--- src/rtl/risc16_pkg.sv ---
// Shared constants and loader state encoding for the risc16 instruction-memory path.
package risc16_pkg;
  localparam int ADDR_W    = 6;
  localparam int DATA_W    = 16;
  localparam int MAX_WORDS = 64;

  typedef enum logic [2:0] {
    ST_LEN   = 3'd0,
    ST_HI    = 3'd1,
    ST_LO    = 3'd2,
    ST_WRITE = 3'd3,
    ST_CHECK = 3'd4,
    ST_DONE  = 3'd5,
    ST_ERROR = 3'd6
  } state_t;
endpackage

--- src/rtl/prog_loader.sv ---
// Loads a length/words/XOR-checksum byte stream into instruction memory; one write cycle per word.
// byte_ready is low in WRITE/DONE/ERROR and the host holds its byte; cpu_hold releases only in DONE.
module prog_loader #(
  parameter int ADDR_W = risc16_pkg::ADDR_W,
  parameter int DATA_W = risc16_pkg::DATA_W
) (
  input  logic              clk0,
  input  logic              reset,
  input  logic              byte_valid,
  input  logic [7:0]        byte_data,
  output logic              byte_ready,
  input  logic              start,
  output logic              mem_csb,
  output logic              mem_web,
  output logic [ADDR_W-1:0] mem_addr,
  output logic [DATA_W-1:0] mem_din,
  output logic              cpu_hold,
  output logic              done,
  output logic              error
);
  import risc16_pkg::*;

  localparam logic [7:0] MAX_LEN = 8'(MAX_WORDS);

  state_t            state_q, state_d;
  logic [ADDR_W-1:0] addr_q;
  logic [ADDR_W:0]   n_q;
  logic [7:0]        csum_q;
  logic [DATA_W-1:0] din_q;
  logic              xfer;
  logic              last_word;
  logic              len_bad;

  assign xfer      = byte_valid && byte_ready;
  assign len_bad   = (byte_data == 8'd0) || (byte_data > MAX_LEN);
  // Compared one bit wider so N=64 terminates without the address ever wrapping.
  assign last_word = (({1'b0, addr_q} + (ADDR_W+1)'(1)) == n_q);
  assign mem_addr  = addr_q;
  assign mem_din   = din_q;

  always_ff @(posedge clk0 or negedge reset) begin
    if (!reset) state_q <= ST_LEN;
    else        state_q <= state_d;
  end

  always_comb begin
    state_d = state_q;
    case (state_q)
      ST_LEN:   if (xfer) state_d = len_bad ? ST_ERROR : ST_HI;
      ST_HI:    if (xfer) state_d = ST_LO;
      ST_LO:    if (xfer) state_d = ST_WRITE;
      ST_WRITE: state_d = last_word ? ST_CHECK : ST_HI;
      ST_CHECK: if (xfer) state_d = (byte_data == csum_q) ? ST_DONE : ST_ERROR;
      ST_DONE,
      ST_ERROR: if (start) state_d = ST_LEN;
      default:  state_d = ST_LEN;
    endcase
  end

  always_comb begin
    byte_ready = 1'b0;
    mem_csb    = 1'b1;
    mem_web    = 1'b1;
    cpu_hold   = 1'b1;
    done       = 1'b0;
    error      = 1'b0;
    case (state_q)
      ST_LEN, ST_HI, ST_LO, ST_CHECK: byte_ready = 1'b1;
      ST_WRITE: begin
        mem_csb = 1'b0;
        mem_web = 1'b0;
      end
      ST_DONE: begin
        cpu_hold = 1'b0;
        done     = 1'b1;
      end
      ST_ERROR: error = 1'b1;
      default: ;
    endcase
  end

  always_ff @(posedge clk0 or negedge reset) begin
    if (!reset) begin
      addr_q <= '0;
      n_q    <= '0;
      csum_q <= '0;
      din_q  <= '0;
    end else begin
      case (state_q)
        ST_LEN: if (xfer && !len_bad) begin
          n_q    <= byte_data[ADDR_W:0];
          addr_q <= '0;
          csum_q <= '0;
        end
        ST_HI: if (xfer) begin
          din_q[DATA_W-1:DATA_W-8] <= byte_data;
          csum_q                   <= csum_q ^ byte_data;
        end
        ST_LO: if (xfer) begin
          din_q[7:0] <= byte_data;
          csum_q     <= csum_q ^ byte_data;
        end
        ST_WRITE: if (!last_word) addr_q <= addr_q + ADDR_W'(1);
        default: ;
      endcase
    end
  end
endmodule

--- config.mk ---
export PLATFORM = sky130hd
export DESIGN_NAME = prog_loader
export DESIGN_NICKNAME = d
export VERILOG_FILES = /design/src/rtl/risc16_pkg.sv /design/src/rtl/prog_loader.sv
export SDC_FILE = /design/constraint.sdc
export NUM_CORES = 1
export LEC_CHECK = 0
export ABC_AREA = 1
export BUFFER_PORTS_ARGS = -buffer_cell sky130_fd_sc_hd__buf_4
export CORE_UTILIZATION = 60
export DETAILED_ROUTE_END_ITERATION = 12
export GPL_TIMING_DRIVEN = 0
export PLACE_DENSITY = 0.86
export SLEW_MARGIN = 5
export SYNTH_ARGS = -nofsm -noshare
export SYNTH_HDL_FRONTEND = slang
export SYNTH_SLANG_ARGS = --single-unit
--- constraint.sdc ---
create_clock -name clk0 -period 2.8 [get_ports clk0]
set_clock_uncertainty 0.2 [all_clocks]
set_input_delay 0.42 -clock clk0 [delete_from_list [all_inputs] [get_ports clk0]]
set_output_delay 0.42 -clock clk0 [all_outputs]
set_load 0.02 [all_outputs]
==> flow_summary.toml <==
[final_layout]
area_delta_synth_final_pct = 20.6
fin_area_um2 = 2800
nets = 340
seqCellArea_um2 = 1000
insertedDiodeCount = 0
drive_above_1_share_pct = 34.5
fillers = 268
multiInputGateArea_um2 = 1150
layout_commonest_cell = "nand2_1"
final_cell_mix = "78 x nand2_1, 41 x buf_4, 40 x dfrtp_1, 24 x inv_1, 18 x nand3_1"

[clock_tree]
cts_buffers = 5
cts_resized = 0
htree_levels = 2
clock_sink_count = 40
clk_latency_ns = 0.29
ctsLongestPathBuffers = 2
holdBufCountCts = 1
tritoncts = "yes"
cts_setup_buffers = 0
clockRootBuffer = "clkbuf_8"
path_clk_slew_ns = 0.09

[hold_path]
holdPathStages = 3
min_from = "byte_data[7]"
hp-class = "in -> reg"
worstHoldEndpoint = "mem_din[15]"

[power_and_ir_drop]
total_power_mw = 2.92
power_per_cell_area_nw_per_um2 = 1040
peakVddDrop_uv = 599
p_leak_nw = 1.38

[worst_setup_path]
cp-end-kind = "output port"
cp.required_ns = 2.18
cp.arrival_ns = 1.64
r2r-end = "state_q[0]"
r2r_cells = 13
start_kind = "flip-flop"
r2r_setup_slack_ns = 0.74
cp_max_fo = 7
crit_type = "reg -> out"
r2r_start = "mem_addr[1]"

[routing]
via_per_inst = 5.34
drt_iter0_markers = 181
firstDrtPassIters = 4
routed-via-count = 2007
route.antenna.remaining_nets = 0
totalWireLength_mm = 5.08
wire_per_inst_um = 13.5
drc = 0

[synth]
synth_warnings = 0
ys_types = 31
yosysSeqAreaShare_pct = 43.1
synth_top_area_cell = "dfrtp_1"
netlist_area_um2 = 2320
synth_top_area_share_pct = 43.1
synthCells = 280
synth_nets = 293
synth.avg_cell_area_um2 = 8.30
synth_area_leaders = "dfrtp_1 43%, nand2_1 13%, o21ai_2 5.3%"
ys_ff_latch = 40

[floorplan]
die_x_um = 64.2
start_util_pct = 63.0
pin_count = 40
rows = 22
core_area_um2 = 3690
die_area_um2 = 4130
die_h_um = 64.2

[timing]
fmax_mhz = 442
period_share_pct = 80.8
setup_viol = 0
slew_viol_final = 0
rsz0062_at_grt = "no"
fin_crit_ns = 2.26
tightest_slew_ns = 0.504
final_hold_viol_count = 0
tns_ns = 0
slew_headroom_pct = 66.4

[grt]
grt_overflow_total = 0
grt_pass1_wl_mm = 8.73
grt_antenna_before_repair = 0
track_usage_pct = 27.4
grt_pass1_vias = 1988
grt_start_max_net_pins = 41

[flow_run]
cap_violations = 0

[outcome]
outcome = "finished, final reports clean"

[placement]
gp_congestion = 0.860
io_buffers = 39
place_area_um2 = 2680
hpwl_mm = 3.79
-- cells in the mapped netlist (all sizes together) --
cell	number
inv	30
nand2	91
nand3b	1
xor2	1
nand3	24
nand4	5
o21ai	35
or2	8
o21bai	1
clkinv	1
xnor2	9
buf	7
a21oi	4
nor2	20
ha	1
dfrtp	40
nor3	2
-- cells by family after synthesis --
group,count (synthesis),share of synthesized area [%]
adder cells (fa/ha/maj),1,0.538
AND/OR/NAND/NOR,151,33.6
buffers and inverters,38,7.53
XOR/XNOR,10,3.77
flip-flops,40,43.1
AO/OA/AOI/OAI,40,11.5
-- layer usage --
metal	up-vias	part of all wire, %	track usage, %
met1	969	43	34.1
li1	985	-	-
met3	6	3.3	4.11
met5	-	0	0
met4	0	1.0	10.6
met2	47	53	47.4
-- worst max-delay path by stage --
| stage | startpoint | endpoint | slack [ns] | cells past startpoint |
|---|---|---|---|---|
| 2_1_floorplan | mem_addr[1] | state_q[0] | 0.93 | 10 |
| 3_3_place_gp | mem_addr[1] | state_q[0] | 0.87 | 13 |
| 3_5_place_dp | mem_addr[1] | state_q[0] | 0.81 | 13 |
| 4_1_cts | state_q[0] | mem_web | 0.53 | 5 |
| 5_1_grt | state_q[0] | mem_web | 0.43 | 5 |
| 6_report | state_q[0] | mem_web | 0.54 | 5 |
-- worst max-delay path, stage by stage, from the launching register on --
cell     delay [ns]
dfrtp_1        0.41
nand2_2        0.14
nor2_2         0.26
inv_1          0.23
buf_4          0.18
buf_4          0.14
-- report_power, final --
part | switching (mW) | internal, mW
logic | 0.848 | 0.577
registers | 0.193 | 0.814
clock network | 0.215 | 0.269
total | 1.26 | 1.66
-- layout make-up --
cell class / instances / area share (%)
Sequential cell: 40 / 35.7
Multi-Input combinational cell: 202 / 41.0
Inverter: 31 / 4.15
Clock buffer: 5 / 2.46
Tap cell: 48 / 2.14
Buffer: 7 / 2.10
Clock inverter: 3 / 1.65
Timing Repair Buffer: 40 / 10.8
-- state kept, by name (all words and copies together) (netlist names) --
signal / cells
mem_addr: 6
mem_din: 16
state_q: 3
csum_q: 8
n_q: 7
-- per-stage QoR --
stage	utilization [%]	setup slack [ns]	cells	hold slack [ns]
floorplan	-	0.925	280	-0.0756
detailed placement	72.6	0.807	367	0.220
finish	76.0	0.537	376	0.250
CTS	76.0	0.529	376	0.250
global placement	72.6	0.874	367	0.222
global route	76.0	0.426	376	0.253
Power figures use the tool's default switching activity.
